### src/rtl/period_meter_pkg.sv
// Shared types and default sizing for the period meter.
// Imported by the meter top and its synchroniser.
package period_meter_pkg;

  localparam int unsigned CNT_WIDTH_DEF   = 24;
  localparam int unsigned SYNC_STAGES_DEF = 2;

  typedef enum logic [1:0] {
    WAIT_FIRST = 2'd0,
    MEASURE    = 2'd1,
    STALLED    = 2'd2
  } pm_state_e;

endpackage

### src/rtl/sync_edge_detect.sv
// Multi-flop synchroniser with a registered rising-edge strobe.
// Reusable for any slow asynchronous level such as a button.
module sync_edge_detect
  import period_meter_pkg::*;
#(
  parameter int unsigned SYNC_STAGES = SYNC_STAGES_DEF
) (
  input  logic clk,
  input  logic reset,
  input  logic sig_in,
  output logic s,
  output logic edge_strobe
);

  logic [SYNC_STAGES-1:0] sync_q;
  logic [SYNC_STAGES-1:0] sync_d;
  logic                   p_q;
  logic                   p_d;
  logic                   strobe_q;
  logic                   strobe_d;

  always_comb begin
    sync_d   = {sync_q[SYNC_STAGES-2:0], sig_in};
    p_d      = sync_q[SYNC_STAGES-1];
    strobe_d = sync_q[SYNC_STAGES-1] & ~p_q;
  end

  always_ff @(posedge clk) begin
    if (reset) begin
      sync_q   <= '0;
      p_q      <= 1'b0;
      strobe_q <= 1'b0;
    end else begin
      sync_q   <= sync_d;
      p_q      <= p_d;
      strobe_q <= strobe_d;
    end
  end

  assign s           = sync_q[SYNC_STAGES-1];
  assign edge_strobe = strobe_q;

endmodule

### src/rtl/period_meter.sv
// Measures period and high time of a slow asynchronous square wave
// in system clock cycles, flagging a stall when edges stop arriving.
module period_meter
  import period_meter_pkg::*;
#(
  parameter int unsigned CNT_WIDTH   = CNT_WIDTH_DEF,
  parameter int unsigned SYNC_STAGES = SYNC_STAGES_DEF
) (
  input  logic                 clk,
  input  logic                 reset,
  input  logic                 sig_in,
  output logic                 edge_strobe,
  output logic [CNT_WIDTH-1:0] period,
  output logic [CNT_WIDTH-1:0] high_time,
  output logic                 period_valid,
  output logic                 stalled
);

  localparam logic [CNT_WIDTH-1:0] CNT_MAX = '1;
  localparam logic [CNT_WIDTH-1:0] CNT_ONE = CNT_WIDTH'(1);

  logic                 s;
  logic                 strobe;
  logic                 lvl_q;
  logic                 lvl_d;
  logic [CNT_WIDTH-1:0] cnt_q;
  logic [CNT_WIDTH-1:0] cnt_d;
  logic [CNT_WIDTH-1:0] hcnt_q;
  logic [CNT_WIDTH-1:0] hcnt_d;

  pm_state_e            state_q;
  logic [CNT_WIDTH-1:0] period_q;
  logic [CNT_WIDTH-1:0] high_time_q;
  logic                 period_valid_q;
  logic                 stalled_q;

  sync_edge_detect #(
    .SYNC_STAGES(SYNC_STAGES)
  ) u_sync (
    .clk        (clk),
    .reset      (reset),
    .sig_in     (sig_in),
    .s          (s),
    .edge_strobe(strobe)
  );

  // The strobe lags s by one cycle, so the high-time counter samples
  // the equally delayed level to cover exactly rise..next-rise.
  always_comb begin
    lvl_d  = s;
    cnt_d  = cnt_q;
    hcnt_d = hcnt_q;
    if (strobe) begin
      cnt_d  = CNT_ONE;
      hcnt_d = CNT_ONE;
    end else begin
      if (cnt_q != CNT_MAX) begin
        cnt_d = cnt_q + CNT_ONE;
      end
      if (lvl_q && (hcnt_q != CNT_MAX)) begin
        hcnt_d = hcnt_q + CNT_ONE;
      end
    end
  end

  always_ff @(posedge clk) begin
    if (reset) begin
      lvl_q  <= 1'b0;
      cnt_q  <= '0;
      hcnt_q <= '0;
    end else begin
      lvl_q  <= lvl_d;
      cnt_q  <= cnt_d;
      hcnt_q <= hcnt_d;
    end
  end

  always_ff @(posedge clk) begin
    if (reset) begin
      state_q        <= WAIT_FIRST;
      period_q       <= '0;
      high_time_q    <= '0;
      period_valid_q <= 1'b0;
      stalled_q      <= 1'b0;
    end else begin
      period_valid_q <= 1'b0;
      unique case (state_q)
        WAIT_FIRST: begin
          if (strobe) begin
            state_q <= MEASURE;
          end
        end
        MEASURE: begin
          if (strobe) begin
            period_q       <= cnt_q;
            high_time_q    <= hcnt_q;
            period_valid_q <= 1'b1;
          end else if (cnt_q == CNT_MAX) begin
            state_q   <= STALLED;
            stalled_q <= 1'b1;
          end
        end
        STALLED: begin
          if (strobe) begin
            state_q   <= MEASURE;
            stalled_q <= 1'b0;
          end
        end
        default: begin
          state_q <= WAIT_FIRST;
        end
      endcase
    end
  end

  assign edge_strobe  = strobe;
  assign period       = period_q;
  assign high_time    = high_time_q;
  assign period_valid = period_valid_q;
  assign stalled      = stalled_q;

endmodule

### config.mk
export PLATFORM = sky130hd
export DESIGN_NAME = period_meter
export DESIGN_NICKNAME = d
export VERILOG_FILES = /design/src/rtl/period_meter_pkg.sv /design/src/rtl/sync_edge_detect.sv /design/src/rtl/period_meter.sv
export SDC_FILE = /design/constraint.sdc
export NUM_CORES = 1
export LEC_CHECK = 0
export ABC_AREA = 1
export CORE_UTILIZATION = 35
export DETAILED_ROUTE_END_ITERATION = 12
export SYNTH_ARGS = -nofsm -noshare
export SYNTH_HDL_FRONTEND = slang
export SYNTH_SLANG_ARGS = --single-unit
### constraint.sdc
create_clock -name clk -period 1.5 [get_ports clk]
set_clock_uncertainty 0.05 [all_clocks]
set_input_delay 0.3 -clock clk [delete_from_list [all_inputs] [get_ports clk]]
set_output_delay 0.3 -clock clk [all_outputs]
set_load 0.01 [all_outputs]
# == Word level (Yosys, flattened, before mapping) ==
# Index checks and enable logic that the tools add are counted.
# W data, S select, Z words.
# totals
in_bits,3
ff_bits,104
out_inout_bits,51
elab_cells,50
# op_classes
reduce_logical,11
muxes,13
n_bitwise,3
add_sub_neg,2
n_eq_ne,9
# ops
cell,n
$add A24 B1 Y24 const B,2
$ne A24 B24 Y1 const B,2
$eq A24 B24 Y1 const B,1
$mux W1,8
$mux W2,3
$reduce_bool A2 Y1,3
$reduce_or A2 Y1,3
$ne A2 B1 Y1 const B,2
$ne A2 B2 Y1 const B,2
$pmux W2 S2,1
$reduce_and A4 Y1,1
$reduce_and A3 Y1,1
$eq A2 B1 Y1 const B,1
$eq A2 B2 Y1 const B,1
$logic_not A2 Y1,1
$not A1 Y1,2
$pmux W1 S2,1
$reduce_and A2 Y1,1
$and A1 B1 Y1,1
$logic_and A1 B1 Y1,1

# == Logic depth before layout (Yosys ltp) ==
# Gate-level depths: netlist (run 1).
# depth
ltp_word,4
ltp_mapped,11
mapped_depth_nobuf,11

# == By module ==
# Synthesis (run 1) repeated with hierarchy kept, for this count alone.
# hier_totals
hier_cells,688
hier_area_um2,4815.9
# modules_own_cells
mod,seq_area_each_um2,n_inst,cells_each,area_each_um2
period_meter,2021.9,1,676,4700.8
sync_edge_detect,80.1,1,12,115.1

# == Worst setup path after synthesis (run 1) ==
# Ideal clock, no wire load.
# synth_path
path_kind,register to register
startpoint,register cnt_q[0]
endpoint,register cnt_q[1]
setup_ps,116
stages_incl_launch_ff,10
required_time_ps,1334
arrival_ps,1519
period_less_slack_ps,1685
path_buffers,1
path_slack_ps,-185
path_cell_list,dfxtp_1 > ha_1 > inv_1 > nor2_4 > nand4_2 > nor2_4 > inv_2 > buf_2 > nor2_1 > nor2_1
# synth_via
elab_chain_cells,1
word_cells_on_any_way,2
cone_classes,1 x add/sub; 1 x eq/ne
# synth_rtl
item,line,source
from (decl),period_meter.sv:26,logic [CNT_WIDTH-1:0] cnt_q;
from (signal assigned),period_meter.sv:73,cnt_q <= cnt_d;
$add A24 B1 Y24 / $ne A24 B24 Y1 (equally long branches),"period_meter.sv:58, period_meter.sv:57",
# Several ways; a longest one is shown, not always the timed one.
# A chain may end at the register's enable or synchronous reset.

# == Final worst setup path (run 1) ==
# layout_path
startpoint,register hcnt_q[1]
endpoint,register hcnt_q[14]
# layout_via
elab_chain_cells,2
word_cells_on_any_way,3
cone_classes,1 x add/sub; 1 x eq/ne; 1 x reduce/logical
# layout_rtl
item,line,source
from (decl),period_meter.sv:28,logic [CNT_WIDTH-1:0] hcnt_q;
from (signal assigned),period_meter.sv:74,hcnt_q <= hcnt_d;
branches (longest 2 deep; another with $add A24 B1 Y24),--,
# Several ways; the timed one is not identified.

==> results of run 1 <==
[per-stage QoR]
stage / hold slack (ps) / std cells / util
after floorplan: 338 / 680 / -
after global placement: 349 / 944 / 0.451
after detailed placement: 348 / 944 / 0.451
after CTS: 358 / 960 / 0.475
after global routing: 372 / 967 / 0.494
final: 347 / 967 / 0.494
[cells in the final DEF (no fill, tap or decap), types with 11 or more instances in the layout]
cell | Yosys | layout
inv_1 | 52 | 50
dfxtp_1 | 104 | 83
nor2_2 | 2 | 16
dfxtp_2 | 0 | 17
nand3_1 | 83 | 79
buf_4 | 1 | 64
nor2_1 | 84 | 64
nand2_1 | 180 | 172
dlygate4sd2_1 | 0 | 51
a21oi_1 | 63 | 60
nor2_4 | 5 | 11
a21oi_2 | 10 | 13
xnor2_1 | 16 | 15
[cell type report]
| class | count | area (µm²) | share of cell area |
|---|---|---|---|
| inverter | 53 | 204 | 0.0311 |
| clock inverter | 5 | 104 | 0.0158 |
| timing repair buffer | 125 | 1080 | 0.165 |
| sequential | 104 | 2120 | 0.323 |
| tap | 176 | 220 | 0.0335 |
| clock buffer | 11 | 243 | 0.0370 |
| multi-input combinational | 493 | 2600 | 0.396 |
[final timing paths]
path / start / to / slack [ps] / cells after the start
min: reset / cnt_q[23]$_SDFFE_PP0P_ / 350 / 5
max reg2reg: hcnt_q[1]$_SDFFE_PP0P_ / hcnt_q[14]$_SDFFE_PP0P_ / -20 / 10
max: hcnt_q[1]$_SDFFE_PP0P_ / hcnt_q[14]$_SDFFE_PP0P_ / -20 / 10
min reg2reg: u_sync.sync_q[0]$_SDFF_PP0_ / u_sync.sync_q[1]$_SDFF_PP0_ / 360 / 2
[kinds of logic (layout without fill, tap and decap cells)]
logic type,count (synthesis),after routing
AOI/OAI and AO/OA,88,88
adders and majority gates,2,2
xor gates and xnor gates,22,22
buffers and inverters,84,194
and+or+nand+nor,380,381
DFF,104,104
[worst min-delay path, cell delays in order]
cell	delay [ps]
buf_2	120
nor2_2	60
buf_4	150
nand2_1	60
inv_1	30
[report_power, final]
group	total [mW]	internal, mW	switching [mW]
Combinational	0.210	0.0735	0.136
Clock	2.74	1.68	1.07
Sequential	2.79	2.77	0.0185
[metal layers]
layer	vias to the layer above	part of all wire
met3	12	0.024
met1	2241	0.45
met4	0	0.015
li1	2395	-
met5	-	0
met2	58	0.51
[synth_stat cells]
library cell | count | area share
nand2_1 | 180 | 0.14
dfxtp_1 | 104 | 0.43
nor2_1 | 84 | 0.066
nand3_1 | 83 | 0.086
a21oi_1 | 63 | 0.066
inv_1 | 52 | 0.041
clkbuf_1 | 24 | 0.019
xnor2_1 | 16 | 0.029
o21ai_0 | 12 | 0.012
a21oi_2 | 10 | 0.018
nand4_1 | 7 | 0.0091
nand3b_1 | 6 | 0.0094
nor3_1 | 6 | 0.0062
xor2_1 | 6 | 0.011
nor2_4 | 5 | 0.012
buf_2 | 4 | 0.0042
nand2_4 | 3 | 0.0070
ha_1 | 2 | 0.0052
nand2_2 | 2 | 0.0026
nor2_2 | 2 | 0.0026
a21oi_4 | 1 | 0.0034
a31oi_1 | 1 | 0.0013
buf_1 | 1 | 0.00078
buf_12 | 1 | 0.0042
buf_4 | 1 | 0.0016
inv_2 | 1 | 0.00078
nand4_2 | 1 | 0.0026
nor2_8 | 1 | 0.0042
o211ai_1 | 1 | 0.0016
[flip-flops by register name, summed over array words and instances (netlist names)]
signal / cells
u_sync.p_q: 1
period: 24
high_time: 24
u_sync.edge_strobe: 1
state_q: 2
hcnt_q: 24
stalled: 1
cnt_q: 24
period_valid: 1
u_sync.sync_q: 2
[repair_timing]
item,CTS,global route
cloned,0,2
gates resized for setup,65,64
setup endpoints to repair,91,51
hold endpoints to repair,0,0
pin swaps,2,13
setup buffers,0,6
==> summary.txt, run 1 <==
Final layout
  – Fin area: 0.00657 mm²
  – Area Growth Syn to Fin: 36.7%
  – Diode count: 0
  – Ratio of cells with drive above 1 in the final layout: 0.223
  – Net count, final: 791
  – FILL cells: 1305

Detailed routing
  – DRC: 0
  – Vias per Instance: 4.87
  – Routed WL: 13.0 mm
  – Wire per inst: 13.5 µm
  – 1st-pass router iterations: 4
  – Antenna-violating nets left: 0
  – Initial DRC count: 148
  – Vias: 4706

Critical path
  – Startpoint Class: flop
  – Nature of the critical path endpoint: flop
  – Crit-path max cell delay: 370 ps
  – Kind of cell adding the most delay to the critical path: flip-flops
  – Arr. time, crit path: 1720 ps
  – Crit-path max FO: 10
  – Crit-path cells: ha_4 -> inv_2 -> nor2_4 -> nand2_4 -> nor2_8 -> a21oi_4 -> clkbuf_16 -> nand3_1 -> nand2_1 -> nor2_1
  – Setup Crit Path Kind: reg -> reg
  – Crit path buf inv count: 2
  – Crit-path slowest cell: dfxtp_4
  – Crit path required time: 1700 ps

STA
  – Final count of negative-setup-slack endpoints: 3
  – Min setup slack post-route: -17.0 ps
  – Fmax: 659 MHz
  – RSZ-0062 raised after global routing: true
  – Fin crit share: 1.01
  – Crit path time final: 1520 ps
  – Final hold vios: 0
  – Worst slew pin tran: 296 ps
  – TNS Setup: -45.8 ps
  – Fin. max-slew vios: 0
  – Worst slew margin: 0.802

Logic synthesis
  – Adder-cell share of the synthesized area: 0.00521
  – Multiplexer share of the synthesized area: 0
  – Post-Syn Nets: 685
  – Syn_area_per_cell: 7.07 µm²
  – Mapped Area: 0.00481 mm²
  – Synth Area in XOR/XNOR: 0.0401
  – Mapped Cells: 680
  – Warnings, synthesis: 0
  – Largest family of logic cells by synthesized area: simple AND/OR/NAND/NOR gates
  – Compound-gate portion of the synthesized area: 0.103
  – Seq cells post-synth: 104
  – Seq/Total Area, Yosys: 0.433
  – Netlist cell types: 29
  – Synth Area in Simple Gates: 0.348

Pwr
  – P_leak: 2.75 nW
  – Max IR drop VDD: 594 µV
  – PD cells: 875 mW/mm²
  – Final Power: 5.74 mW

Global routing
  – First-pass GRT wire length: 21.3 mm
  – GR Layer Usage met2: 0.337
  – Grt total ovfl: 0
  – Gr usage total: 0.187
  – Grt met3 use: 0.0278
  – Initial antenna violation count: 0
  – GR Layer Usage met1: 0.220
  – Global route hottest layer: met2
  – Largest net degree at the start of global routing: 58
  – Vias in the first global route: 4516

Floorplan
  – Chip Width: 119 µm
  – Die area: 0.0142 mm²
  – Core area: 0.0133 mm²
  – Rows: 42
  – IO Count: 54
  – Starting Density: 0.361
  – Die Y: 119 µm

Run status
  – Failing checks: negative setup slack
  – Outcome: finished with violations

Placement
  – Post-detail-place hpwl: 9.03 mm
  – Place WS: -56.2 ps
  – I/O Buffers: 53
  – Global placement routability congestion: 0.854
  – Placed instance area: 0.00600 mm²

Worst hold path
  – Hold crit path type: in -> reg

CTS
  – CTS Buffer Depth: 2
  – Clock latency at the later pin of the worst-skew pair: 360 ps
  – CTS Hold Buffers Added: 0
  – Root Buffer Master: clkbuf_16
  – Clock slew at reported path FFs: 70 ps
  – # H-tree levels: 3
  – CTS tree: yes
  – Total CTS buffers: 9
  – TritonCTS Sinks: 104

Flow run
  – Total of max-cap violations: 0
Power figures use the tool's default switching activity.
==> inputs of run 2 (changes only) <==
Settings changed: CTS_BUF_LIST set to sky130_fd_sc_hd__clkbuf_4.
==> run 2 against run 1 <==
Effect of this change:
- global-route usage grew 0.48 points
- die area stayed put
- critical endpoint is now hcnt_q[20]$_SDFFE_PP0P_
- the run still ends with negative setup slack left
- fmax is 3.8% lower
- sequential power hardly changed
- largest cell class unchanged
- hold slack worse by 140 ps
- routed wire length grew 5.5%
- critical path type unchanged
- first-iteration DRC count grew 27%
- final cell count grew 2.7%
- via count is 3.8% higher
- clock power is 34% lower
==> summary.txt, run 2 (same netlist as run 1, synthesis figures left out) <==
Critical path
  – Arr. time, crit path: 1930 ps
  – Crit path required time: 1850 ps
  – Setup Crit Path Kind: reg -> reg
  – Nature of the critical path endpoint: flop
  – Crit path top cell by count: nor2_4
  – Crit-path max FO: 3
  – Crit-path slowest cell: dfxtp_2
  – Crit-path max cell delay: 380 ps
  – Crit-path cells: nand2_1 -> nor2_4 -> nand2_4 -> buf_6 -> nor2_4 -> nand2_4 -> nor2_4 -> nand3_2 -> nand2_1 -> nor2_1
  – Startpoint Class: flop

Global routing
  – Grt met3 use: 0.0249
  – First-pass GRT wire length: 21.8 mm
  – Grt total ovfl: 0
  – Vias in the first global route: 4629
  – GR Layer Usage met1: 0.227
  – Initial antenna violation count: 0
  – GR Layer Usage met2: 0.342
  – Gr usage total: 0.192
  – Largest net degree at the start of global routing: 58
  – Global route hottest layer: met2

Floorplan
  – Die area: 0.0142 mm²
  – Rows: 42
  – Die Y: 119 µm
  – IO Count: 54
  – Core area: 0.0133 mm²
  – Starting Density: 0.361
  – Chip Width: 119 µm

CTS
  – # H-tree levels: 3
  – CTS Hold Buffers Added: 0
  – Total CTS buffers: 9
  – CTS tree: yes
  – Root Buffer Master: clkbuf_4
  – Clock latency at the later pin of the worst-skew pair: 490 ps
  – TritonCTS Sinks: 104
  – Clock slew at reported path FFs: 150 ps
  – CTS Buffer Depth: 2

Final layout
  – Non-Filler Instances: 993
  – Diode count: 0
  – Most common cell after layout, fill and taps aside: nand2_1
  – Leading cell types in the layout, fill and taps excluded: nand2_1 (155), buf_4 (77), nand3_1 (71), dfxtp_2 (71), nor2_1 (53)
  – Net count, final: 817
  – Area Growth Syn to Fin: 46.0%
  – Ratio of cells with drive above 1 in the final layout: 0.383

Placement
  – Global placement routability congestion: 0.854
  – Placed insts: 944
  – Place WS: -56.2 ps
  – Post-detail-place hpwl: 9.03 mm
  – I/O Buffers: 53

STA
  – Worst slew margin: 0.803
  – Fmax: 634 MHz
  – Min setup slack post-route: -77.4 ps
  – Fin crit share: 1.05
  – Fin. max-slew vios: 0
  – Worst slew pin tran: 293 ps
  – Crit path time final: 1580 ps
  – Final hold vios: 0
  – RSZ-0062 raised after global routing: true
  – TNS Setup: -467 ps
  – Final count of negative-setup-slack endpoints: 20

Run status
  – Outcome: finished with violations
  – Failing checks: negative setup slack

Detailed routing
  – 1st-pass router iterations: 4
  – Wire per inst: 13.9 µm
  – Vias: 4886
  – Vias per Instance: 4.92
  – Initial DRC count: 188
  – Routed WL: 13.8 mm
  – Antenna-violating nets left: 0
  – DRC: 0

Pwr
  – Sequential group share of total power: 0.576
  – Sw Share: 0.232
  – P_leak: 2.83 nW
  – Switch Pwr: 1.12 mW
  – Max IR drop VDD: 400 µV
  – Clock share of power: 0.375
  – Comb power frac: 0.049
  – Internal power: 3.71 mW
  – PD cells: 688 mW/mm²

Worst hold path
  – Hold crit path type: in -> reg

Flow run
  – Total of max-cap violations: 0
==> run 2: final timing paths <==
| kind | slack (ps) | startpoint | to | cells past startpoint |
|---|---|---|---|---|
| setup / recovery | -80 | hcnt_q[7]$_SDFFE_PP0P_ | hcnt_q[20]$_SDFFE_PP0P_ | 10 |
| hold / removal | 200 | reset | cnt_q[23]$_SDFFE_PP0P_ | 5 |
| setup reg to reg | -80 | hcnt_q[7]$_SDFFE_PP0P_ | hcnt_q[20]$_SDFFE_PP0P_ | 10 |
| hold reg to reg | 370 | u_sync.sync_q[0]$_SDFF_PP0_ | u_sync.sync_q[1]$_SDFF_PP0_ | 2 |
==> run 2: layer usage <==
metal  vias to the layer above  wire length, µm  part of all wire
met2                        79             7070              0.51
li1                       2449                -                 -
met1                      2335             5950              0.43
met4                         0              327             0.024
met5                         -                0                 0
met3                        23              431             0.031
==> run 2: layout make-up <==
class | instances | area (µm²)
Timing Repair inverter | 1 | 6.26
Multi-Input combinational cell | 493 | 2840
Fill cell | 1270 | 6280
Sequential cell | 104 | 2200
Clock buffer | 10 | 75.1
Timing Repair Buffer | 150 | 1350
Clock inverter | 6 | 108
Tap cell | 176 | 220
Inverter | 53 | 206
==> run 2: per-stage QoR <==
stage,utilization,power (mW),area [µm²],hold slack (ps)
after floorplan,-,2.97,4850,338
after global placement,0.451,3.05,6000,349
after detailed placement,0.451,3.05,6000,348
after CTS,0.490,4.87,6520,177
after global routing,0.528,5.01,7020,194
final,0.528,4.83,7020,203
==> run 2: critical path, delay by kind of cell, from the launching register on <==
family / cells / cell delay (ps)
buffers and inverters: 1 / 130
flip-flops: 1 / 380
AND/OR/NAND/NOR: 9 / 930
==> run 2: timing repair <==
| action | in CTS | in global routing |
|---|---|---|
| hold endpoints to repair | 0 | 0 |
| setup endpoints to repair | 92 | 93 |
| setup buffers | 18 | 13 |
| gates cloned | 2 | 2 |
| pin swaps | 19 | 48 |
| resized for setup | 141 | 173 |
==> run 2: power groups by stage <==
stage / combinational (mW) / sequential, mW / clock (mW)
floorplan: 0.112 / 2.86 / 0
global placement: 0.191 / 2.86 / 0
detailed placement: 0.196 / 2.86 / 0
CTS: 0.221 / 2.79 / 1.86
global route: 0.256 / 2.78 / 1.97
finish: 0.235 / 2.78 / 1.81
==> inputs of run 3 (changes only) <==
Settings changed: CORE_UTILIZATION 35 to 48, PLACE_DENSITY set to 0.73.
==> run 3 against run 2 <==
Effect of this change:
- the flow still finishes with violations (negative setup slack)
- utilization increased by 16 points
- via count up 2.1%
- combinational power is 12% higher
- worst setup slack got worse by 38 ps
- die area shrank 27%
- clock-buffer cell count shrank 1
- hold slack improved by 19 ps
- first-iteration DRC count rose by 24%
- largest cell class unchanged
- clock power shrank 18%
- critical path type unchanged
- critical path depth down 2
- fmax down 2.3%
==> summary.txt, run 3 (same netlist as run 1, synthesis figures left out) <==
Run status
  – Outcome: finished with violations
  – Failing checks: negative setup slack

Detailed routing
  – DRC: 0
  – Vias: 4989
  – 1st-pass router iterations: 5
  – Routed WL: 13.8 mm
  – Antenna-violating nets left: 0
  – Initial DRC count: 233
  – Wire per inst: 14.8 µm
  – Vias per Instance: 5.35

Global routing
  – Global route hottest layer: met2
  – Gr usage total: 0.254
  – Initial antenna violation count: 0
  – First-pass GRT wire length: 21.1 mm
  – Grt met3 use: 0.0328
  – GR Layer Usage met1: 0.306
  – GR Layer Usage met2: 0.449
  – Largest net degree at the start of global routing: 58
  – Vias in the first global route: 4692
  – Grt total ovfl: 0

Critical path
  – Crit-path max FO: 5
  – Arr. time, crit path: 1950 ps
  – Nature of the critical path endpoint: flop
  – Startpoint Class: flop
  – Setup Crit Path Kind: reg -> reg
  – Crit path required time: 1830 ps

Pwr
  – Max IR drop VDD: 488 µV
  – P_leak: 2.82 nW
  – Final Power: 4.54 mW
  – PD cells: 677 mW/mm²

Final layout
  – Finished Core Util: 0.689
  – Ratio of cells with drive above 1 in the final layout: 0.313
  – Leading cell types in the layout, fill and taps excluded: nand2_1 (155), nand3_1 (70), buf_4 (61), nor2_1 (58), dfxtp_1 (58)
  – Diode count: 0
  – Fin area: 0.00670 mm²
  – FILL cells: 806
  – Net count, final: 799
  – Reg area: 0.00216 mm²
  – Multi-input gate area: 0.00279 mm²
  – Most common cell after layout, fill and taps aside: nand2_1
  – Area Growth Syn to Fin: 39.4%

Floorplan
  – Starting Density: 0.494
  – Chip Width: 102 µm
  – Die area: 0.0104 mm²
  – IO Count: 54
  – Rows: 36
  – Die Y: 102 µm
  – Core area: 0.00973 mm²

CTS
  – CTS Buffer Depth: 2
  – # H-tree levels: 3
  – Clock latency at the later pin of the worst-skew pair: 460 ps
  – CTS tree: yes
  – Root Buffer Master: clkbuf_4
  – CTS Hold Buffers Added: 0
  – TritonCTS Sinks: 104
  – Clock slew at reported path FFs: 180 ps
  – Total CTS buffers: 9

STA
  – RSZ-0062 raised after global routing: true
  – Worst slew pin tran: 309 ps
  – Fin crit share: 1.08
  – Final count of negative-setup-slack endpoints: 40
  – Final hold vios: 0
  – Crit path time final: 1620 ps
  – Worst slew margin: 0.793
  – Min setup slack post-route: -115 ps
  – Fin. max-slew vios: 0
  – Fmax: 619 MHz

Placement
  – Post-detail-place hpwl: 8.48 mm
  – Placed instance area: 0.00596 mm²
  – I/O Buffers: 53
  – Global placement routability congestion: 0.908

Flow run
  – Total of max-cap violations: 0

Worst hold path
  – Hold crit path type: in -> reg
## run 3: cell types whose count changed in the layout (fill, tap and decap cells not counted), sizes merged
cell           previous run  this run
dlygate4sd2              16        47
clkdlybuf4s15            32         4
buf                      98        81
clkbuf                   13         9
bufinv                    3         1
clkinvlp                  0         1
inv                      54        55
## run 3: layer usage
layer / wire, µm / vias up
met2: 6970 / 179
met3: 747 / 46
met4: 403 / 0
met5: 0 / -
met1: 5710 / 2345
li1: - / 2419
## run 3: final cells by class
class / instances / share of cell area
Multi-Input combinational cell: 493 / 0.416
Clock inverter: 7 / 0.0101
Timing Repair Buffer: 133 / 0.185
Inverter: 53 / 0.0312
Tap cell: 133 / 0.0248
Sequential cell: 104 / 0.323
Clock buffer: 9 / 0.0101
## run 3: through the flow
| step | setup slack, ps | hold WS [ps] | TNS [ps] | instances |
|---|---|---|---|---|
| global placement | 4.75 | 340 | 0 | 896 |
| finish | -115 | 222 | -1930 | 932 |
| global route | -157 | 222 | -4830 | 932 |
| detailed placement | -66.1 | 346 | -384 | 896 |
| floorplan | -3.99 | 338 | -3.99 | 680 |
| CTS | -80.4 | 211 | -1010 | 923 |
## run 3: where the power goes
| part | total [mW] | internal [mW] | leakage, nW | switching [mW] |
|---|---|---|---|---|
| Combinational | 0.263 | 0.104 | 1.89 | 0.159 |
| Clock | 1.49 | 0.508 | 0.0718 | 0.983 |
| Sequential | 2.78 | 2.77 | 0.865 | 0.0158 |
## run 3: worst max-delay path, stage by stage, from the launching register on
cell and delay (ps):
dfxtp_4 420, ha_4 140, inv_2 40, nor2_4 150, nand4_4 110, nor2_4 210
buf_6 140, nand2_1 100, a21oi_2 190
## run 3: timing repair
item,CTS,global route
resized for setup,104,127
pin swaps,12,35
setup endpoints to repair,87,58
gates cloned,4,0
setup buffers,7,14
hold endpoints to repair,0,0
## run 3: worst paths after layout
kind	from	end	slack (ps)	cells past startpoint
hold reg to reg	u_sync.sync_q[0]$_SDFF_PP0_	u_sync.sync_q[1]$_SDFF_PP0_	360	2
setup / recovery	cnt_q[0]$_SDFFE_PP0P_	cnt_q[0]$_SDFFE_PP0P_	-120	8
setup reg to reg	cnt_q[0]$_SDFFE_PP0P_	cnt_q[0]$_SDFFE_PP0P_	-120	8
hold / removal	reset	hcnt_q[1]$_SDFFE_PP0P_	220	5
